File: config.mk
export PLATFORM = sky130hd
export DESIGN_NAME = eem16_proj1_sweeper_flat
export DESIGN_NICKNAME = d
export VERILOG_FILES = /design/src/rtl/eem16_proj1_sweeper_if.sv /design/src/rtl/eem16_proj1_sweeper.sv /design/src/flat_wrapper.sv
export SDC_FILE = /design/constraint.sdc
export NUM_CORES = 1
export LEC_CHECK = 0
export ABC_AREA = 1
export CORE_AREA = 2 2 52 54
export CTS_CLUSTER_SIZE = 24
export DETAILED_ROUTE_END_ITERATION = 16
export DIE_AREA = 0 0 54 56
export PLACE_DENSITY = 0.74
export SLEW_MARGIN = 20
export SYNTH_ARGS = -nofsm -noshare
export SYNTH_HDL_FRONTEND = slang
export SYNTH_SLANG_ARGS = --single-unit
File: constraint.sdc
create_clock -name clk -period 1.62 [get_ports clk]
set_input_delay 0.324 -clock clk [delete_from_list [all_inputs] [get_ports clk]]
set_output_delay 0.324 -clock clk [all_outputs]
set_load 0.05 [all_outputs]
File: src/rtl/eem16_proj1_sweeper_if.sv
// Stimulus/result bundle between the truth-table sweeper and its surroundings.
// The slave side is the sweeper; the master side drives start and returns z.
interface eem16_proj1_sweeper_if;
  logic       start;
  logic       z;
  logic       x2;
  logic       x1;
  logic       x0;
  logic       busy;
  logic       done;
  logic       pass;
  logic [7:0] truth_table;
  logic [2:0] mismatch_idx;

  modport master (
    output start, z,
    input  x2, x1, x0, busy, done, pass, truth_table, mismatch_idx
  );

  modport slave (
    input  start, z,
    output x2, x1, x0, busy, done, pass, truth_table, mismatch_idx
  );
endinterface

File: src/rtl/eem16_proj1_sweeper.sv
// Walks a 3-input combinational block through codes 000..111, samples z after
// a settle period, and checks the captured truth table against EXPECTED.
module eem16_proj1_sweeper #(
  parameter int unsigned SETTLE_CYCLES = 4,
  parameter logic [7:0]  EXPECTED      = 8'h96
) (
  input logic clk,
  input logic rst,
  eem16_proj1_sweeper_if.slave bus
);

  localparam logic [3:0] SETTLE_LAST = 4'(SETTLE_CYCLES - 1);

  typedef enum logic [2:0] {
    IDLE,
    SETTLE,
    SAMPLE,
    CHECK,
    DONE
  } state_t;

  state_t     state_q;
  state_t     state_d;
  logic [2:0] idx_q;
  logic [3:0] cnt_q;
  logic       busy_q;
  logic       done_q;
  logic       pass_q;
  logic [7:0] table_q;
  logic [2:0] mismatch_q;
  logic [7:0] diff;
  logic [2:0] first_diff;
  logic       found;

  always_ff @(posedge clk) begin
    if (rst) begin
      state_q <= IDLE;
    end else begin
      state_q <= state_d;
    end
  end

  always_comb begin
    state_d = state_q;
    case (state_q)
      IDLE, DONE: if (bus.start) state_d = SETTLE;
      SETTLE:     if (cnt_q == SETTLE_LAST) state_d = SAMPLE;
      SAMPLE:     state_d = (idx_q == 3'd7) ? CHECK : SETTLE;
      CHECK:      state_d = DONE;
      default:    state_d = IDLE;
    endcase
  end

  // Lowest differing code wins, so scan upward and latch the first hit.
  always_comb begin
    diff       = table_q ^ EXPECTED;
    first_diff = '0;
    found      = 1'b0;
    for (int unsigned i = 0; i < 8; i++) begin
      if (diff[i] && !found) begin
        first_diff = 3'(i);
        found      = 1'b1;
      end
    end
  end

  always_ff @(posedge clk) begin
    if (rst) begin
      idx_q      <= '0;
      cnt_q      <= '0;
      busy_q     <= 1'b0;
      done_q     <= 1'b0;
      pass_q     <= 1'b0;
      table_q    <= '0;
      mismatch_q <= '0;
    end else begin
      case (state_q)
        IDLE, DONE: begin
          if (bus.start) begin
            idx_q      <= '0;
            cnt_q      <= '0;
            busy_q     <= 1'b1;
            done_q     <= 1'b0;
            pass_q     <= 1'b0;
            table_q    <= '0;
            mismatch_q <= '0;
          end
        end
        SETTLE: cnt_q <= cnt_q + 4'd1;
        SAMPLE: begin
          table_q[idx_q] <= bus.z;
          cnt_q          <= '0;
          if (idx_q != 3'd7) idx_q <= idx_q + 3'd1;
        end
        CHECK: begin
          pass_q     <= (diff == '0);
          mismatch_q <= first_diff;
          done_q     <= 1'b1;
          busy_q     <= 1'b0;
        end
        default: ;
      endcase
    end
  end

  // The stimulus code is the registered index itself, so x holds 111 after the sweep.
  assign {bus.x2, bus.x1, bus.x0} = idx_q;
  assign bus.busy                 = busy_q;
  assign bus.done                 = done_q;
  assign bus.pass                 = pass_q;
  assign bus.truth_table          = table_q;
  assign bus.mismatch_idx         = mismatch_q;

endmodule

File: src/flat_wrapper.sv
// flat-port wrapper written by rule: the top's interface ports become plain ports
module eem16_proj1_sweeper_flat 
#(
  parameter int unsigned SETTLE_CYCLES = 4,
  parameter logic [7:0]  EXPECTED      = 8'h96
)
  (clk, rst, bus_start, bus_z, bus_x2, bus_x1, bus_x0, bus_busy, bus_done, bus_pass, bus_truth_table, bus_mismatch_idx);
  eem16_proj1_sweeper_if bus_i ();
  input logic clk;
  input logic rst;
  input wire logic [$bits(bus_i.start)-1:0] bus_start;
  input wire logic [$bits(bus_i.z)-1:0] bus_z;
  output wire logic [$bits(bus_i.x2)-1:0] bus_x2;
  output wire logic [$bits(bus_i.x1)-1:0] bus_x1;
  output wire logic [$bits(bus_i.x0)-1:0] bus_x0;
  output wire logic [$bits(bus_i.busy)-1:0] bus_busy;
  output wire logic [$bits(bus_i.done)-1:0] bus_done;
  output wire logic [$bits(bus_i.pass)-1:0] bus_pass;
  output wire logic [$bits(bus_i.truth_table)-1:0] bus_truth_table;
  output wire logic [$bits(bus_i.mismatch_idx)-1:0] bus_mismatch_idx;
  assign bus_i.start = bus_start;
  assign bus_i.z = bus_z;
  assign bus_x2 = bus_i.x2;
  assign bus_x1 = bus_i.x1;
  assign bus_x0 = bus_i.x0;
  assign bus_busy = bus_i.busy;
  assign bus_done = bus_i.done;
  assign bus_pass = bus_i.pass;
  assign bus_truth_table = bus_i.truth_table;
  assign bus_mismatch_idx = bus_i.mismatch_idx;
  eem16_proj1_sweeper #(.SETTLE_CYCLES(SETTLE_CYCLES), .EXPECTED(EXPECTED)) u_core (.clk(clk), .rst(rst), .bus(bus_i));
endmodule
======== Yosys cells after proc, flatten, opt, wreduce, memory -nomap -nowiden ========
Cells that the tools add are included.
storage, ports and cells
  output and inout port bits .............. 17
  input bits .............................. 4
  register bits ........................... 24
cells by class
  equality and inequality tests ........... 10
  reductions and logical operators ........ 26
  add/sub/neg operators ................... 2
  mux-type cells .......................... 34
  bitwise logic cells ..................... 1
  order comparisons ....................... 2
operators by type and width
  kind                 count
  $mux 3               8
  $pmux 8 s2           1
  $pmux 3 s2           2
  $pmux 3 s4           1
  $pmux 4 s3           1
  $mux 1               11
  $bwmux 8             1
  $logic_and 1x1->1    8
  $logic_not 8->1      1
  $mux 8               1
  $reduce_and 2->1     4
  $logic_not 1->1      7
  $eq 3x2->1 const B   2
  $eq 3x3->1 const B   2
  $mux 2               3
  $pmux 1 s2           3
  $add 4x1->4 const B  1
  $eq 4x2->1 const B   1
  $lt 3x4->1 const B   1
  $mux 4               1
  $ne 2x1->1 const B   2
  $not 4->4            1
  $reduce_bool 2->1    2
  $add 3x1->3 const B  1
  9 further kinds      9

======== Longest topological paths before layout ========
  depth after elaboration ................. 23
  mapped depth ............................ 9
  mapped depth without buffers ............ 9

======== Worst setup path before layout ========
No wires, ideal clock.
  kind .................................... register to register
  start ................................... register u_core.idx_q[0]
  end ..................................... register u_core.idx_q[2]
  slack ................................... 0.005 ns
  cell stages (with the launch flop) ...... 7
  required time ........................... 1.550 ns
  data arrival time ....................... 1.544 ns
  cell sequence ........................... dfxtp_1 ha_1 ha_1 nand4_1 nand2_1 nand2_1 a21oi_1
between the ends
  longest elaborated chain between the ends .. 3
  elaborated cells between the ends (all ways) .. 6
  classes of those cells .................. add/sub: 1; eq/ne: 2; mux: 2; reduce/logical: 1
ends and longest elaborated chain
  element                                                RTL line                   RTL
  start, declared                                        eem16_proj1_sweeper.sv:24  logic [2:0] idx_q;
  start signal, assigned                                 eem16_proj1_sweeper.sv:93  if (idx_q != 3'd7) idx_q <= idx_q + 3'd1;
  $add 3x1->3 / $ne 3x3->1 (equally long branches)       eem16_proj1_sweeper.sv:93
  $mux 3 / $ne 2x1->1 (equally long branches)            --
  $pmux 3 s2 / $reduce_and 3->1 (equally long branches)  --
Several ways; a longest one is shown, not always the timed one. The select of a mux whose other input is x is not followed.
A chain may end at the register's enable or synchronous reset.

======== Worst setup path after layout ========
  start ................................... register u_core.state_q[1]
  end ..................................... register u_core.table_q[5] (netlist: u_core.bus.truth_table[5])
between the ends
  longest elaborated chain between the ends .. 4
  elaborated cells between the ends (all ways) .. 8
  classes of those cells .................. eq/ne: 3; mux: 1; reduce/logical: 4
ends and longest elaborated chain
  element                                                                  RTL line                   RTL
  start, declared                                                          eem16_proj1_sweeper.sv:22  state_t state_q;
  start signal, assigned                                                   eem16_proj1_sweeper.sv:39  state_q <= state_d;
  $eq 3x3->1 / $logic_not 3->1 (equally long branches)                     eem16_proj1_sweeper.sv:77  case (state_q)
  $reduce_or 2->1                                                          eem16_proj1_sweeper.sv:77
  $ne 2x2->1 (no source line) / $reduce_bool 2->1 (equally long branches)  --
  $reduce_and 2->1 (no source line)                                        --
  end signal, assigned by index                                            eem16_proj1_sweeper.sv:91  table_q[idx_q] <= bus.z;
  end, declared                                                            eem16_proj1_sweeper.sv:29  logic [7:0] table_q;
Several ways; a longest one is shown, not always the timed one.

==> flow_summary.toml <==
[synth]
synth_edf_count = 0
yosys_warnings = 0
synth_flop_cell = "dfxtp_1"
ys_seq_area_frac = 0.408
syn_inst = 163
synth_nets = 170
netlist_area_um2 = 1180
yosysUniqueCellTypes = 25
synth-seq-cells = 24
synth_async_sr_flop_share = 0
avgSynthCellArea_um2 = 7.22

[drt]
dr_wl_met2_mm = 1.16
routed-wl-met3_um = 119
routedWlPerCell_um = 11.4
drt-initial-drc-count = 41
vias = 1116
routed_wl_mm = 2.48
met1_length_mm = 1.18
routed.top_layer = "met4"
drcViolationCount = 0
first_pass_iters = 4
via_per_inst = 5.12
antenna_left = 0

[global_routing]
grt_pass1_wl_mm = 4.12
grt_use_total = 0.177
grt_pass1_vias = 972
antenna_found_initial = 0
grt_max_degree = 14
grt-ovfl-total = 0

[power]
power_mw = 1.06
p_sw_mw = 0.303
p_leak_nw = 0.578
intPower_mw = 0.760
p_seq_frac = 0.584
p_per_area_nw_per_um2 = 690
switching_share = 0.285
combPwrFrac = 0.176
p_clk_frac = 0.240
ir_drop_mv = 0.426

[floorplan]
initial_utilization = 0.484
die_area_um2 = 3020
die_x_um = 54
rows = 18
chipHeight_um = 56
io_pins = 21
coreArea_um2 = 2430

[worst_setup_path]
reg2reg_from = "u_core.state_q[1]"
path_class = "register to register"
worst_setup_path_start_kind = "register"
crit_path_end_kind = "register"
timing.rr.end = "u_core.bus.truth_table[5]"
worst-endpoint-arrival_ns = 1.62
ff2ff_path_depth = 6
regToRegSetupSlack_ns = 0.20
critPathMaxFanout = 11
cp.required_ns = 1.83

[clocking]
cts_tree = "built"
cts_resized = 0
clock_latency_ns = 0.30
cts_inserted_buffers = 3
cts-root-buf = "clkbuf_4"
h-tree-depth = 1
postCtsSetupBuffers = 0
cts_num_sinks = 24
clk_pin_slew_ns = 0.13
cts_max_path_buffers = 2
hold_buffers = 0

[sta]
setup_viol = 0
skew_ns = 0.00282
finalCriticalPeriod_ns = 1.42
hold_violations = 0
maxSlewViolCount = 0
timing.setup.tns_ns = 0
finalWorstSetupSlack_ns = 0.203
finalCritPeriodShare = 0.875
relSlewSlack = 0.764
fmax_mhz = 706
rsz0062_at_grt = "false"
worst_slew_pin_slew_ns = 0.353
hold_ws_ns = 0.474

[hold_path]
min_path_cells = 2
hold-path-endpoint = "u_core.bus.busy"
min_path_type = "register to register"
min-delay-start = "u_core.bus.busy"

[place]
place_congestion = 0.768
hpwl_mm = 1.87
port_buffers = 20
place_area_um2 = 1520
dp_cells = 215
pre_cts_ws_ns = 0.104

[flow_run]
cap_violations = 0

[layout]
final_area_um2 = 1540
utilization = 0.634
final_cell_mix = "43 x nand2_1, 24 x dfxtp_1, 23 x a21oi_1"
nNetsFinal = 197
post_layout_nonfiller_instances = 218
drive_above_1_share = 0.234
mostFrequentLayoutCell = "nand2_1"
antennaDiodeCount = 0
syn_to_final_growth_pct = 30.9

[run_status]
status = "complete, no violations"
power by group through the flow:
stage	Sequential, mW	Combinational, mW	Clock (mW)
6_report	0.621	0.187	0.255
5_1_grt	0.624	0.210	0.288
4_1_cts	0.621	0.188	0.261
3_5_place_dp	0.634	0.186	0
3_3_place_gp	0.633	0.184	0
2_1_floorplan	0.654	0.113	0
registers in the layout, summed over array words and instances (netlist names):
register                 cells
u_core.cnt_q                 4
u_core.bus.truth_table       8
u_core.state_q               3
u_core.idx_q                 3
u_core.bus.done              1
u_core.bus.pass              1
u_core.bus.busy              1
u_core.bus.mismatch_idx      3
critical path: stages, from the launching register on:
cell     delay (ns)
dfxtp_1        0.47
nand3_2        0.29
nand2_2        0.16
buf_4          0.17
o21ai_1        0.09
nand2_1        0.07
a21oi_1        0.06
area by class of cell:
class                   count  area (um2)
fillers                   223         891
multi-input cells         115         598
flip-flops and latches     24         480
repair buffers             26         328
inverters                  20        75.1
well taps                  30        37.5
clock buffers               3        22.5
worst max path at each step:
| stage | startpoint | end | slack (ns) |
|---|---|---|---|
| after detailed placement | bus_start | u_core.cnt_q[2] | 0.10 |
| after global routing | u_core.state_q[1] | u_core.bus.truth_table[3] | 0.1 |
| after CTS | u_core.idx_q[2] | bus_x2 | 0.21 |
| final | u_core.state_q[1] | u_core.bus.truth_table[5] | 0.20 |
| after floorplan | u_core.idx_q[0] | u_core.idx_q[2] | 0.005 |
| after global placement | bus_start | u_core.bus.truth_table[0] | 0.15 |
synth_stat cells, types with 2 or more instances:
cell type / instances / area, um2
inv_1: 14 / 52.6
nand2_2: 3 / 18.8
nand3_1: 3 / 15.0
nor3_1: 8 / 40.0
and3_1: 2 / 12.5
a31oi_1: 2 / 12.5
nor3_2: 4 / 40.0
nand2_1: 43 / 161
inv_2: 6 / 22.5
nand4_1: 3 / 18.8
clkbuf_1: 2 / 7.51
dfxtp_1: 24 / 480
ha_1: 3 / 37.5
o21ai_1: 10 / 50.1
nor2_2: 3 / 18.8
a21oi_1: 23 / 115
nor2_1: 2 / 7.51
logic make-up (layout without fill, tap and decap cells):
kind of cell               after synthesis  after routing  share of synthesized area
buffers and inverters                   24             49                     0.0839
AOI/OAI and AO/OA                       39             39                      0.175
adders and majority gates                3              3                     0.0319
DFF                                     24             24                      0.408
and+or+nand+nor                         73             73                      0.301
routing by layer:
layer	vias up	global-route usage
li1	592	-
met5	-	0
met2	27	0.274
met1	495	0.248
met4	0	0.0429
met3	2	0.0349
Power figures use the tool's default switching activity.
